File: config.mk
export PLATFORM = sky130hd
export DESIGN_NAME = ddr2_init_sequencer_flat
export DESIGN_NICKNAME = d
export VERILOG_FILES = /design/src/rtl/ddr2_init_sequencer_if.sv /design/src/rtl/ddr2_init_sequencer.sv /design/src/flat_wrapper.sv
export SDC_FILE = /design/constraint.sdc
export NUM_CORES = 1
export LEC_CHECK = 0
export CAP_MARGIN = 20
export CELL_PAD_IN_SITES_DETAIL_PLACEMENT = 2
export CELL_PAD_IN_SITES_GLOBAL_PLACEMENT = 2
export CORE_MARGIN = 2
export CORE_UTILIZATION = 30
export DETAILED_ROUTE_END_ITERATION = 6
export PLACE_DENSITY = 0.64
export SKIP_CTS_REPAIR_TIMING = 1
export SLEW_MARGIN = 20
export SYNTH_ARGS = -nofsm -noshare
export SYNTH_HDL_FRONTEND = slang
export SYNTH_SLANG_ARGS = --single-unit
File: constraint.sdc
create_clock -name clk -period 7 [get_ports clk]
set_input_delay 1.75 -clock clk [delete_from_list [all_inputs] [get_ports clk]]
set_output_delay 1.75 -clock clk [all_outputs]
set_load 0.05 [all_outputs]
File: src/rtl/ddr2_init_sequencer_if.sv
// Device-side command/address pins driven by the DDR2 power-up sequencer,
// plus the completion flag handed to the main controller.
interface ddr2_init_sequencer_if;
  logic        cke;
  logic        csbar;
  logic        rasbar;
  logic        casbar;
  logic        webar;
  logic [1:0]  ba;
  logic [12:0] a;
  logic        odt;
  logic        init_done;

  modport master (output cke, csbar, rasbar, casbar, webar, ba, a, odt, init_done);
  modport slave  (input  cke, csbar, rasbar, casbar, webar, ba, a, odt, init_done);
endinterface

File: src/rtl/ddr2_init_sequencer.sv
// JEDEC DDR2 power-up sequencer: CKE hold-off, precharge, EMR2/EMR3/EMR/MR loads,
// DLL reset, two refreshes and OCD default/exit, then a sticky init_done.
module ddr2_init_sequencer #(
  parameter int unsigned T_INIT  = 53334,
  parameter int unsigned T_XPR   = 107,
  parameter int unsigned T_RP    = 4,
  parameter int unsigned T_MRD   = 2,
  parameter int unsigned T_RFC   = 28,
  parameter int unsigned T_DLL   = 200,
  parameter logic [12:0] MR_VAL  = 13'h0442,
  parameter logic [12:0] EMR_VAL = 13'h0004
) (
  input  logic                  clk,
  input  logic                  reset,
  ddr2_init_sequencer_if.master dram
);

  function automatic int unsigned max_of(input int unsigned x, input int unsigned y);
    return (x > y) ? x : y;
  endfunction

  localparam int unsigned T_MAX = max_of(max_of(max_of(T_INIT, T_XPR), max_of(T_RP, T_MRD)),
                                         max_of(T_RFC, T_DLL));
  localparam int CNT_W = $clog2(T_MAX + 1);
  localparam int DLL_W = $clog2(T_DLL + 1);

  // {cs, ras, cas, we}
  localparam logic [3:0]  CMD_NOP   = 4'b0111;
  localparam logic [3:0]  CMD_PRE   = 4'b0010;
  localparam logic [3:0]  CMD_MRS   = 4'b0000;
  localparam logic [3:0]  CMD_REF   = 4'b0001;
  localparam logic [3:0]  CMD_DESEL = 4'b1111;
  localparam logic [12:0] A10       = 13'h0400;

  typedef enum logic [3:0] {
    PWR_WAIT, CKE_NOP, PRE1, EMR2, EMR3, EMR_DLL, MR_DLLRST, PRE2,
    REF1, REF2, MR, OCD_DEF, OCD_EXIT, DLL_WAIT, DONE
  } state_t;

  typedef struct packed {
    logic [3:0]  pins;
    logic [1:0]  ba;
    logic [12:0] a;
  } cmd_t;

  // Cycles from a state's command (or entry) to the next state's command.
  function automatic logic [CNT_W-1:0] gap_of(input state_t s);
    case (s)
      PWR_WAIT:   return CNT_W'(T_INIT);
      CKE_NOP:    return CNT_W'(T_XPR);
      PRE1, PRE2: return CNT_W'(T_RP);
      REF1, REF2: return CNT_W'(T_RFC);
      default:    return CNT_W'(T_MRD);
    endcase
  endfunction

  // Command pulse issued on the edge that enters a state.
  function automatic cmd_t cmd_of(input state_t s);
    case (s)
      PRE1, PRE2: return {CMD_PRE, 2'd0, A10};
      EMR2:       return {CMD_MRS, 2'd2, 13'h0000};
      EMR3:       return {CMD_MRS, 2'd3, 13'h0000};
      EMR_DLL:    return {CMD_MRS, 2'd1, EMR_VAL};
      MR_DLLRST:  return {CMD_MRS, 2'd0, MR_VAL | 13'h0100};
      REF1, REF2: return {CMD_REF, 2'd0, 13'h0000};
      MR:         return {CMD_MRS, 2'd0, MR_VAL};
      OCD_DEF:    return {CMD_MRS, 2'd1, EMR_VAL | 13'h0380};
      OCD_EXIT:   return {CMD_MRS, 2'd1, EMR_VAL};
      default:    return {CMD_NOP, 2'd0, 13'h0000};
    endcase
  endfunction

  state_t            state_q;
  state_t            nxt_d;
  logic [CNT_W-1:0]  cnt_q;
  logic [DLL_W-1:0]  dll_q;
  logic              cke_q;
  logic [3:0]        pins_q;
  logic [1:0]        ba_q;
  logic [12:0]       a_q;
  logic              done_q;
  logic              adv_d;
  logic              dll_done;
  cmd_t              ent_d;

  assign dll_done = (dll_q == DLL_W'(T_DLL));

  always_comb begin
    nxt_d = DONE;
    case (state_q)
      PWR_WAIT:  nxt_d = CKE_NOP;
      CKE_NOP:   nxt_d = PRE1;
      PRE1:      nxt_d = EMR2;
      EMR2:      nxt_d = EMR3;
      EMR3:      nxt_d = EMR_DLL;
      EMR_DLL:   nxt_d = MR_DLLRST;
      MR_DLLRST: nxt_d = PRE2;
      PRE2:      nxt_d = REF1;
      REF1:      nxt_d = REF2;
      REF2:      nxt_d = MR;
      MR:        nxt_d = OCD_DEF;
      OCD_DEF:   nxt_d = OCD_EXIT;
      OCD_EXIT:  nxt_d = dll_done ? DONE : DLL_WAIT;
      default:   nxt_d = DONE;
    endcase

    adv_d = 1'b0;
    if (state_q == DLL_WAIT)  adv_d = dll_done;
    else if (state_q != DONE) adv_d = (cnt_q == gap_of(state_q));

    ent_d = cmd_of(nxt_d);
  end

  always_ff @(posedge clk or posedge reset) begin
    if (reset) begin
      state_q <= PWR_WAIT;
      cnt_q   <= '0;
      dll_q   <= '0;
      cke_q   <= 1'b0;
      pins_q  <= CMD_DESEL;
      ba_q    <= 2'd0;
      a_q     <= 13'h0000;
      done_q  <= 1'b0;
    end else begin
      // The DLL counter starts at MR_DLLRST and saturates at T_DLL.
      if (dll_q != '0 && !dll_done) dll_q <= dll_q + DLL_W'(1);

      if (adv_d) begin
        state_q <= nxt_d;
        cnt_q   <= CNT_W'(1);
        pins_q  <= ent_d.pins;
        ba_q    <= ent_d.ba;
        a_q     <= ent_d.a;
        if (nxt_d == CKE_NOP)   cke_q  <= 1'b1;
        if (nxt_d == MR_DLLRST) dll_q  <= DLL_W'(1);
        if (nxt_d == DONE)      done_q <= 1'b1;
      end else begin
        if (state_q != DONE && state_q != DLL_WAIT) cnt_q <= cnt_q + CNT_W'(1);
        pins_q <= (state_q == PWR_WAIT) ? CMD_DESEL : CMD_NOP;
        ba_q   <= 2'd0;
        a_q    <= 13'h0000;
      end
    end
  end

  assign dram.cke       = cke_q;
  assign dram.csbar     = pins_q[3];
  assign dram.rasbar    = pins_q[2];
  assign dram.casbar    = pins_q[1];
  assign dram.webar     = pins_q[0];
  assign dram.ba        = ba_q;
  assign dram.a         = a_q;
  assign dram.odt       = 1'b0;
  assign dram.init_done = done_q;

endmodule

File: src/flat_wrapper.sv
// flat-port wrapper written by rule: the top's interface ports become plain ports
module ddr2_init_sequencer_flat 
#(
  parameter int unsigned T_INIT  = 53334,
  parameter int unsigned T_XPR   = 107,
  parameter int unsigned T_RP    = 4,
  parameter int unsigned T_MRD   = 2,
  parameter int unsigned T_RFC   = 28,
  parameter int unsigned T_DLL   = 200,
  parameter logic [12:0] MR_VAL  = 13'h0442,
  parameter logic [12:0] EMR_VAL = 13'h0004
)
  (clk, reset, dram_cke, dram_csbar, dram_rasbar, dram_casbar, dram_webar, dram_ba, dram_a, dram_odt, dram_init_done);
  ddr2_init_sequencer_if dram_i ();
  input  logic clk;
  input  logic reset;
  output wire logic [$bits(dram_i.cke)-1:0] dram_cke;
  output wire logic [$bits(dram_i.csbar)-1:0] dram_csbar;
  output wire logic [$bits(dram_i.rasbar)-1:0] dram_rasbar;
  output wire logic [$bits(dram_i.casbar)-1:0] dram_casbar;
  output wire logic [$bits(dram_i.webar)-1:0] dram_webar;
  output wire logic [$bits(dram_i.ba)-1:0] dram_ba;
  output wire logic [$bits(dram_i.a)-1:0] dram_a;
  output wire logic [$bits(dram_i.odt)-1:0] dram_odt;
  output wire logic [$bits(dram_i.init_done)-1:0] dram_init_done;
  assign dram_cke = dram_i.cke;
  assign dram_csbar = dram_i.csbar;
  assign dram_rasbar = dram_i.rasbar;
  assign dram_casbar = dram_i.casbar;
  assign dram_webar = dram_i.webar;
  assign dram_ba = dram_i.ba;
  assign dram_a = dram_i.a;
  assign dram_odt = dram_i.odt;
  assign dram_init_done = dram_i.init_done;
  ddr2_init_sequencer #(.T_INIT(T_INIT), .T_XPR(T_XPR), .T_RP(T_RP), .T_MRD(T_MRD), .T_RFC(T_RFC), .T_DLL(T_DLL), .MR_VAL(MR_VAL), .EMR_VAL(EMR_VAL)) u_core (.clk(clk), .reset(reset), .dram(dram_i));
endmodule
-- Word-level counts from Yosys, hierarchy flattened
Memories as Yosys holds them, arrays and structs flattened.
Cells that the tools add are included.
- add/sub/neg operators: 2
- equality and inequality tests: 20
- mux-type cells: 16
- reduce and logical (&&, ||, !) cells: 10
- operators with widths (operator ; count):
    2-to-1 mux 16 bit ; 4
    case mux 16 bit (4 select lines) ; 1
    case mux 4 bit (13 select lines) ; 1
    == test 4 bit (second input constant) ; 7
    2-to-1 mux 8 bit ; 3
    == test 4 x 3 -> 1 bit (second input constant) ; 5
    adder 16 x 1 -> 16 bit (second input constant) ; 1
    == test 16 bit ; 1
    2-to-1 mux 13 bit ; 1
    adder 8 x 1 -> 8 bit (second input constant) ; 1
    == test 4 x 1 -> 1 bit (second input constant) ; 2
    == test 4 x 2 -> 1 bit (second input constant) ; 2
    == test 8 bit (second input constant) ; 1
    2-to-1 mux 4 bit ; 2
    != test 4 bit (second input constant) ; 2
    nonzero test 8 bit ; 1
    zero test 4 bit ; 1
    2-to-1 mux 2 bit ; 2
    AND reduction 2 bit ; 2
    OR reduction 2 bit ; 2
    logical AND 1 bit ; 2
    2-to-1 mux 1 bit ; 2
    nonzero test 2 bit ; 1
    zero test 1 bit ; 1
- register bits: 49
- bits in read-only memories: 192
- output and inout bits: 22
- logic and storage cells: 57
- memories kept: 1
- memories (memory ; depth ; bits a word ; read ports ; clocked after Yosys merged registers in ; wr ports ; line ; text):
    (name not given) ; 16 ; 12 ; 1 ; 0 ; 0 ; ddr2_init_sequencer.sv:59 ; case (s)

-- Longest topological paths before layout
Gate-level depths: netlist (run 1).
- word-level depth: 9
- gate-level depth with buffers: 10

-- Least setup slack after synthesis (run 1)
Ideal clock, no wire load.
- path kind: register to output
- from: register u_core.a_q[6] (netlist: u_core.dram.a[6])
- to: output port dram_a[6]
- arrival time: 886 ps
- data required time: 5250 ps
- slack: 4364 ps
- stages on the path, launching flop included: 2
- path buffers: 1
- cells stage by stage: dfrtp_1 > buf_4
- RTL lines (element ; line ; text):
    from (decl) ; ddr2_init_sequencer.sv:80 ; logic [12:0] a_q;
    from (signal assigned) ; ddr2_init_sequencer.sv:133 ; a_q <= ent_d.a;
    to (decl) ; flat_wrapper.sv:23 ; output wire logic [$bits(dram_i.a)-1:0] dram_a;
No word-level cell between the ends.

-- Worst setup path in the final report (run 1)
- from: register u_core.pins_q[0]
- to: output port dram_webar
- RTL lines (element ; line ; text):
    from (decl) ; ddr2_init_sequencer.sv:78 ; logic [3:0] pins_q;
    from (signal assigned) ; ddr2_init_sequencer.sv:131 ; pins_q <= ent_d.pins;
    from (signal assigned) ; ddr2_init_sequencer.sv:139 ; pins_q <= (state_q == PWR_WAIT) ? CMD_DESEL : CMD_NOP;
    to (decl) ; flat_wrapper.sv:21 ; output wire logic [$bits(dram_i.webar)-1:0] dram_webar;
No word-level cell between the ends.

==> reports/metrics.csv, run 1 <==
stage;metric;value;unit
worst_setup_path;worst path bufs/invs;1;
logic_synthesis;Synth top area share;38.4;%
global_route;largest net degree at the start of global routing;42;
global_route;vias in the first global route;1981;
worst_setup_path;Crit. End Element;output port;
floorplanning;Row Count;32;
logic_synthesis;Yosys top cell by area;dfrtp_1;
worst_setup_path;Crit path required time;5.25;ns
logic_synthesis;ys async rst share;100;%
routing;DRT Wirelength;6180;um
worst_setup_path;crit start category;flip-flop;
worst_setup_path;CP max stage cell;clkdlybuf4s50_1;
placed_design;global placer's final weighted congestion;0.736;
floorplanning;Die ar.;8780;um^2
clock_tree;clock latency on the worst-skew pair;0.29;ns
pwr;Pwr Density;164;nW/um^2
sta;Hold Vio Cnt, Final;0;
sta;Final min period;3.36;ns
logic_synthesis;post-synth cell types;56;
cells_and_area;Layout Nets;270;
global_route;first-pass GRT wire length;10600;um
sta;Worst Clk Skew;0.00866;ns
routing;via count;1889;
logic_synthesis;ranking of synthesized cells by area;dfrtp_1 38%, nor2_1 6.2%, xor2_1 6.2%;
logic_synthesis;Avg Cell Area, Syn;9.32;um^2
min_path;Hold Crit Depth;2;
worst_setup_path;reg-to-reg setup timing slack;3.75;ns
logic_synthesis;Mapped Area;2410;um^2
sta;unrepaired setup endpoints after global routing;no;
cells_and_area;Multi-input gate area;1220;um^2
floorplanning;initial core utilization;31.1;%
logic_synthesis;post-synthesis sequential area ratio;42.7;%
sta;Least-Margin Pin Slew;0.713;ns
sta;Slew HR;52.3;%
sta;Peak Freq;298;MHz
cells_and_area;layout cells sized above 1;7.55;%
logic_synthesis;synthesis-stage register bit count;41;
worst_setup_path;crit-path cells;clkdlybuf4s50_1;
min_path;end of the worst hold path;u_core.dram.init_done;
routing;DRT iter0 DRCs;91;
logic_synthesis;ys flop type;dfrtp_1;
sta;hold slack;0.489;ns
worst_setup_path;worst path arrival time;1.61;ns
min_path;Hold Path Origin;u_core.dram.init_done;
clock_tree;CTS tree;yes;
run;max-cap violations;0;
clock_tree;CTS H-tree depth;2;
worst_setup_path;critical path class;reg2out;
routing;Routed WL per cell;16.8;um
floorplanning;die height;93.7;um
run_status;status;finished clean;
logic_synthesis;top cells by count, synth;40 x nor2_1, 37 x dfrtp_1, 17 x xor2_1, 16 x nand3_1, 12 x and3_1;
global_route;grt ovf;0;
cells_and_area;ANT cells;0;
clock_tree;CTS buffer count;5;
pwr;Lkg Pwr;0.00116;uW
floorplanning;core area;7770;um^2
worst_setup_path;CP Max Fanout;1;
cells_and_area;Storage cell area;1030;um^2
routing;Detail Route Antenna Nets;0;
logic_synthesis;count leader, synth;nor2_1;
sta;Fin Setup TNS;0;ns
routing;DR vias/cell;5.15;
pwr;VDD IR max;0.0647;mV
sta;max-slew violations;0;
worst_setup_path;Reg2Reg Depth;6;
clock_tree;CTS Root Cell;clkbuf_8;
worst_setup_path;CP max stage delay;0.79;ns
worst_setup_path;worst r2r src;u_core.state_q[1];
logic_synthesis;Mapped Cells;259;
placed_design;HPWL after DPL;4380;um
sta;setup violators final;0;
clock_tree;Worst-path clk slew;0.08;ns
min_path;Worst Hold Class;reg2reg;
logic_synthesis;number of synthesized flops with an enable pin;0;
worst_setup_path;Crit path max-delay family;buffers and inverters;
worst_setup_path;FF-to-FF End;u_core.state_q[0];
placed_design;PortBufs;16;
global_route;GRT Resource Usage Total;15.5;%
cells_and_area;synth-to-layout area growth;10.6;%
global_route;initial antenna violation count;0;
logic_synthesis;Synth warnings;0;
clock_tree;CTS Buffer Depth;2;
routing;TritonRoute pass-1 iters;4;
floorplanning;I/O pins;24;
routing;number of remaining DRC errors;0;
sta;final worst path period share;48.0;%
cells_and_area;Filler Cell Count;882;
floorplanning;die extent in x;93.7;um
clock_tree;CTS sink cnt;41;
-- power by group --
part / switching [uW] / internal [uW] / leakage (uW) / total [uW]
Clock: 83.7 / 104 / 0.0000540 / 187
Combinational: 12.8 / 0.898 / 0.000564 / 13.7
Sequential: 0 / 237 / 0.000545 / 237
-- worst max path at each step --
stage / start / endpoint / slack (ns) / cells past startpoint
3_5_place_dp: u_core.state_q[1] / u_core.state_q[0] / 3.75 / 6
5_1_grt: u_core.pins_q[2] / dram_rasbar / 3.60 / 1
2_1_floorplan: reset / u_core.cnt_q[0] / 4.31 / 1
6_report: u_core.pins_q[0] / dram_webar / 3.64 / 1
4_1_cts: u_core.pins_q[0] / dram_webar / 3.62 / 1
3_3_place_gp: u_core.state_q[1] / u_core.state_q[0] / 3.86 / 6
-- metal layers --
metal | global-route usage [%] | vias to the layer above | wire length [um]
li1 | - | 900 | -
met1 | 20.9 | 957 | 2880
met2 | 26.0 | 26 | 3070
met3 | 2.65 | 6 | 155
met4 | 3.62 | 0 | 68
met5 | 0 | - | 0
-- cell type report --
cell class | count | area share [%]
repair buffers | 17 | 6.28
clock buffers | 5 | 2.58
well taps | 102 | 4.78
inverters | 5 | 0.703
clock inverters | 2 | 1.31
multi-input cells | 195 | 45.7
flip-flops and latches | 41 | 38.6
-- cells in the final DEF (no fill, tap or decap), types with 7 or more instances in the layout --
master and instances:
dfrtp_1 37, nor2_1 40, a21oi_1 11, nand2_1 7
clkdlybuf4s50_1 16, xor2_1 17, conb_1 7, nand3_1 16
and3_1 12, o21ai_0 7
-- through the flow --
step / instance area, um^2 / setup slack (ns) / power (uW) / util [%] / std cells
floorplan: 2440 / 4.31 / 256 / - / 265
global placement: 2560 / 3.86 / 256 / 33.0 / 360
detailed placement: 2560 / 3.75 / 256 / 33.0 / 360
CTS: 2670 / 3.62 / 447 / 34.4 / 367
global route: 2670 / 3.60 / 458 / 34.4 / 367
finish: 2670 / 3.64 / 438 / 34.4 / 367
-- state kept, by name (all words and copies together), names as in the netlist --
name and flops:
u_core.state_q 4, u_core.dram.a 5, u_core.dram.ba 2, u_core.dram.cke 1, u_core.cnt_q 16, u_core.dll_q 8, u_core.dram.init_done 1, u_core.pins_q 4
-- cells by family after synthesis --
kind of cell / after synthesis / synth area share [%]
buf+inv: 29 / 7.67
mux: 5 / 2.18
xor+xnor: 22 / 7.98
compound gates: 43 / 13.0
flops: 41 / 42.7
fa+ha+maj: 3 / 1.56
simple gates: 115 / 24.7
other cells: 1 / 0.155
No activity file was read; power rests on OpenSTA's default activity.
==> inputs of run 2 (changes only) <==
Settings changed: PLACE_DENSITY 0.64 to 0.67.
Clock period 7 ns to 2.8 ns, I/O delays scaled along.
==> reports/metrics.csv, run 2 (synthesis gave the netlist of run 1 again) <==
stage;metric;value;unit;change
cells_and_area;Largest Register;u_core.cnt_q;;
global_route;initial antenna violation count;0;;unchanged
clock_tree;Worst-path clk slew;0.09;ns;about the same
routing;Routed WL per cell;17.1;um;+1.6%
floorplanning;I/O pins;24;;unchanged
sta;Hold Vio Cnt, Final;0;;unchanged
worst_setup_path;crit start category;flip-flop;;
worst_setup_path;Reg2Reg Depth;6;;unchanged
placed_design;global placer's final weighted congestion;0.787;;+6.9%
routing;Detail Route Antenna Nets;0;;unchanged
worst_setup_path;CP max stage delay;0.57;ns;-0.22 ns
floorplanning;die height;93.7;um;unchanged
worst_setup_path;crit-path cells;or4_1 > mux2i_1 > a2111o_1 > or4_4 > nor2_2 > mux2_2;;
floorplanning;Die ar.;8780;um^2;unchanged
clock_tree;CTS sink cnt;41;;unchanged
pwr;VDD IR max;0.185;mV;+190%
clock_tree;clock latency on the worst-skew pair;0.30;ns;about the same
routing;DRT iter0 DRCs;55;;-40%
worst_setup_path;Crit path required time;2.99;ns;-2.26 ns
global_route;grt ovf;0;;unchanged
routing;routed wl met2;3320;um;+8.0%
run;max-cap violations;0;;unchanged
floorplanning;Row Count;32;;unchanged
sta;Least-Margin Pin Slew;0.807;ns;+0.0931 ns
min_path;Hold Crit Depth;2;;unchanged
run_status;status;finished clean;;
sta;Peak Freq;374;MHz;
cells_and_area;layout cells sized above 1;13.8;%;+6.2 points
worst_setup_path;worst path arrival time;2.86;ns;+1.25 ns
routing;DRT Wirelength;6590;um;+6.6%
worst_setup_path;CP max stage cell;or4_1;;
global_route;largest net degree at the start of global routing;22;;-48%
clock_tree;CTS Root Cell;clkbuf_8;;
sta;Fin Setup TNS;0;ns;unchanged
sta;final worst path period share;95.4;%;
pwr;Lkg Pwr;0.00126;uW;+8.6%
clock_tree;CTS tree;yes;;
cells_and_area;synth-to-layout area growth;17.2;%;
clock_tree;CTS H-tree depth;2;;unchanged
min_path;Worst Hold Class;reg2reg;;
floorplanning;core area;7770;um^2;unchanged
routing;Metal-1 WL;2960;um;+2.7%
cells_and_area;max reg flops;16;;unchanged
global_route;GRT Resource Usage Total;16.6;%;+1.1 points
clock_tree;CTS Buffer Depth;2;;unchanged
cells_and_area;Filler Cell Count;871;;-1.2%
clock_tree;CTS buffer count;5;;unchanged
routing;met3 routed WL;248;um;+60%
routing;TritonRoute pass-1 iters;4;;unchanged
floorplanning;die extent in x;93.7;um;unchanged
routing;via count;1964;;+4.0%
cells_and_area;Layout Nets;287;;+6.3%
worst_setup_path;critical path class;reg2reg;;
sta;setup violators final;0;;unchanged
cells_and_area;ANT cells;0;;unchanged
floorplanning;initial core utilization;31.1;%;unchanged
placed_design;HPWL after DPL;4800;um;+9.7%
cells_and_area;commonest cells after routing, fill and taps aside;39 x nor2_1, 37 x dfrtp_1, 18 x buf_4;;
routing;DR vias/cell;5.10;;-0.89%
routing;uppermost layer routed;met4;;
placed_design;PortBufs;16;;unchanged
sta;Worst Clk Skew;0.0124;ns;+0.00376 ns
routing;number of remaining DRC errors;0;;unchanged
sta;Final min period;2.67;ns;
cells_and_area;commonest non-fill, non-tap cell in the layout;nor2_1;;
worst_setup_path;Crit. End Element;flip-flop;;
sta;Slew HR;46.1;%;-6.2 points
worst_setup_path;CP Max Fanout;4;;+3
cells_and_area;Multi-input gate area;1220;um^2;+0.20%
global_route;vias in the first global route;2170;;+9.5%
sta;hold slack;0.483;ns;-0.00601 ns
sta;unrepaired setup endpoints after global routing;no;;
sta;max-slew violations;0;;unchanged
cells_and_area;Storage cell area;1030;um^2;unchanged
global_route;first-pass GRT wire length;11300;um;+7.2%
pwr;Pwr Density;424;nW/um^2;+160%
-- run 2: cell count changes in the layout (fill, tap and decap cells not counted), sizes merged --
cell    delta
bufinv     +1
buf       +17
-- run 2: worst paths after layout --
check / startpoint / end / slack [ns]
hold reg to reg: u_core.dram.init_done / u_core.dram.init_done / 0.48
max in group asynchronous: reset / u_core.pins_q[2] / 1.52
min in group asynchronous: reset / u_core.dram.a[6] / 0.66
setup / recovery: u_core.state_q[1] / u_core.state_q[2] / 0.13
setup reg to reg: u_core.state_q[1] / u_core.state_q[2] / 0.13
hold / removal: u_core.dram.init_done / u_core.dram.init_done / 0.48
-- run 2: layer usage --
metal,vias up,track usage [%]
met4,0,3.38
li1,933,-
met5,-,0
met1,992,22.0
met2,35,28.5
met3,4,2.97
-- run 2: metrics by stage --
stage	setup slack (ns)	util, %	area (um^2)	cells	total power [uW]
5_1_grt	0.0278	36.4	2830	385	1250
3_5_place_dp	0.0854	34.7	2690	377	641
6_report	0.128	36.4	2830	385	1200
2_1_floorplan	0.169	-	2440	265	640
4_1_cts	0.0731	36.4	2830	385	1220
3_3_place_gp	0.151	34.7	2690	377	640
-- run 2: power breakdown --
part,internal [uW],switching [uW]
sequential,592,0
combinational,3.14,32.9
clock,354,216
-- run 2: area by class of cell --
class / instances / area share, %
Inverter: 5 / 0.663
Clock buffer: 5 / 2.43
Sequential cell: 41 / 36.4
Timing Repair Buffer: 34 / 10.4
Tap cell: 102 / 4.51
Clock inverter: 3 / 2.30
Multi-Input combinational cell: 195 / 43.2
-- run 2: worst max-delay path: cells and delay by family (launching register included) --
| family | cells | cell delay (ns) |
|---|---|---|
| AND/OR/NAND/NOR | 3 | 1.24 |
| AO/OA/AOI/OAI | 1 | 0.45 |
| flip-flops | 1 | 0.39 |
| multiplexers | 2 | 0.48 |
==> inputs of run 3 (changes only) <==
Settings changed: GPL_ROUTABILITY_DRIVEN from default to 1, PLACE_DENSITY 0.67 to 0.64.
Clock period 2.8 ns to 3.1 ns, I/O delays scaled along.
==> reports/metrics.csv, run 3 (synthesis gave the netlist of run 1 again) <==
stage;metric;value;unit;change
run_status;status;finished clean;;
sta;max-slew violations;0;;unchanged
clock_tree;CTS buffer count;5;;unchanged
floorplanning;die height;93.7;um;unchanged
sta;Slew HR;52.9;%;+6.8 points
clock_tree;CTS Root Cell;clkbuf_8;;
run;max-cap violations;0;;unchanged
sta;Final min period;2.87;ns;+0.200 ns
cells_and_area;commonest cells after routing, fill and taps aside;40 x nor2_1, 37 x dfrtp_1, 17 x xor2_1;;
cells_and_area;layout cells sized above 1;10.6;%;-3.2 points
sta;unrepaired setup endpoints after global routing;no;;
routing;TritonRoute pass-1 iters;4;;unchanged
placed_design;global placer's final weighted congestion;0.779;;-1.0%
cells_and_area;Final Core Density;35.1;%;-1.3 points
sta;setup violators final;0;;unchanged
worst_setup_path;Reg2Reg Depth;6;;unchanged
routing;DRT Wirelength;6450;um;-2.0%
sta;Fin Setup TNS;0;ns;unchanged
worst_setup_path;CP max stage cell;or4_1;;
cells_and_area;commonest non-fill, non-tap cell in the layout;nor2_1;;
sta;Hold Vio Cnt, Final;0;;unchanged
sta;hold slack;0.477;ns;-0.00582 ns
sta;Least-Margin Pin Slew;0.705;ns;-0.102 ns
pwr;Comb pwr share;3.2;%;+0.2 points
routing;DRT iter0 DRCs;51;;-7.3%
worst_setup_path;Setup crit start;u_core.state_q[1];;
routing;DR vias/cell;5.20;;+1.9%
min_path;Hold Path Origin;u_core.dram.init_done;;
cells_and_area;max reg flops;16;;unchanged
clock_tree;CTS Buffer Depth;2;;unchanged
cells_and_area;synth-to-layout area growth;13.0;%;
pwr;Pwr Density;352;nW/um^2;-17%
worst_setup_path;Crit path required time;3.27;ns;+0.28 ns
worst_setup_path;crit start category;flip-flop;;
routing;Routed WL per cell;17.2;um;+0.30%
floorplanning;I/O pins;24;;unchanged
worst_setup_path;worst r2r src;u_core.state_q[1];;
clock_tree;CTS sink cnt;41;;unchanged
floorplanning;Die ar.;8780;um^2;unchanged
global_route;first-pass GRT wire length;10900;um;-3.4%
worst_setup_path;CP max stage delay;0.82;ns;+0.25 ns
cells_and_area;ANT cells;0;;unchanged
floorplanning;Row Count;32;;unchanged
min_path;Worst Hold Class;reg2reg;;
sta;final worst path period share;92.7;%;-2.8 points
global_route;largest net degree at the start of global routing;42;;+91%
routing;Detail Route Antenna Nets;0;;unchanged
floorplanning;die extent in x;93.7;um;unchanged
sta;Worst Clk Skew;0.00735;ns;-0.00507 ns
clock_tree;CTS tree;yes;;
floorplanning;initial core utilization;31.1;%;unchanged
placed_design;PortBufs;16;;unchanged
global_route;initial antenna violation count;0;;unchanged
worst_setup_path;reg-to-reg setup timing slack;0.23;ns;+0.10 ns
global_route;GRT Resource Usage Total;16.0;%;-0.60 points
min_path;end of the worst hold path;u_core.dram.init_done;;
clock_tree;Worst-path clk slew;0.08;ns;about the same
pwr;P_int;738;uW;-22%
cells_and_area;Largest Register;u_core.cnt_q;;
cells_and_area;Layout Nets;278;;-3.1%
clock_tree;CTS H-tree depth;2;;unchanged
worst_setup_path;worst path arrival time;3.05;ns;+0.19 ns
worst_setup_path;Crit. End Element;flip-flop;;
placed_design;HPWL after DPL;4560;um;-5.0%
worst_setup_path;crit-path cells;or4_1 > mux2i_1 > a2111o_1 > or4_1 > mux2i_1 > a21oi_1;;
pwr;switching share of power;23.2;%;+2.4 points
sta;Peak Freq;348;MHz;-7.0%
global_route;vias in the first global route;2062;;-5.0%
floorplanning;core area;7770;um^2;unchanged
pwr;Switch Pwr;223;uW;-11%
routing;number of remaining DRC errors;0;;unchanged
routing;via count;1955;;-0.46%
pwr;Lkg Pwr;0.00121;uW;-4.5%
pwr;clock power share;41.1;%;-6.5 points
worst_setup_path;CP Max Fanout;14;;+10
pwr;Sequential Power Share;55.6;%;+6.2 points
worst_setup_path;FF-to-FF End;u_core.state_q[0];;
pwr;VDD IR max;0.167;mV;-10%
worst_setup_path;critical path class;reg2reg;;
pwr;power after layout;961;uW;-20%
global_route;grt ovf;0;;unchanged
min_path;Hold Crit Depth;2;;unchanged
clock_tree;clock latency on the worst-skew pair;0.30;ns;about the same
-- run 3: changes by cell type in the layout (fill, tap and decap cells not counted) --
cell / delta
nor2_2: -1
nor2_1: +1
bufinv_16: -2
buf_4: -9
clkbuf_8: +2
-- run 3: cell type report --
cell class,count,area [um^2]
inverters,5,18.8
repair buffers,25,228
flip-flops and latches,41,1030
clock inverters,1,5.00
fillers,892,5040
well taps,102,128
clock buffers,7,96.3
multi-input cells,195,1220
-- run 3: per-stage QoR --
step	std cells	worst slack (ns)	area (um^2)
CTS	376	0.212	2730
global route	376	0.0733	2730
detailed placement	368	0.231	2630
floorplan	265	0.469	2440
finish	376	0.228	2730
global placement	368	0.261	2630
-- run 3: power groups by stage --
stage | Sequential (uW) | Combinational, uW | Clock [uW]
2_1_floorplan | 545 | 33.1 | 0
3_3_place_gp | 545 | 32.3 | 0
3_5_place_dp | 545 | 32.8 | 0
4_1_cts | 535 | 32.8 | 415
5_1_grt | 535 | 34.2 | 428
6_report | 535 | 31.0 | 395
-- run 3: routing by layer --
layer  GRT usage [%]  wire length (um)  part of all wire, %
met2            27.3              3210                   50
met1            21.0              2990                   46
met5               0                 0                    0
met4            3.74                63                 0.98
met3            3.13               190                  2.9
-- run 3: how the worst max path moves through the flow --
stage                              to  slack, ns  cells after the start
floorplan           u_core.state_q[2]       0.47                      6
global placement    u_core.state_q[0]       0.26                      6
detailed placement  u_core.state_q[0]       0.23                      6
CTS                 u_core.state_q[0]       0.21                      6
global route        u_core.state_q[0]       0.07                      6
finish              u_core.state_q[0]       0.23                      6
-- run 3: worst max-delay path, delay by kind of cell (launching register included) --
family           cells  cell delay (ns)
AO/OA/AOI/OAI        2             0.51
multiplexers         2             0.42
flip-flops           1             0.38
AND/OR/NAND/NOR      2             1.45
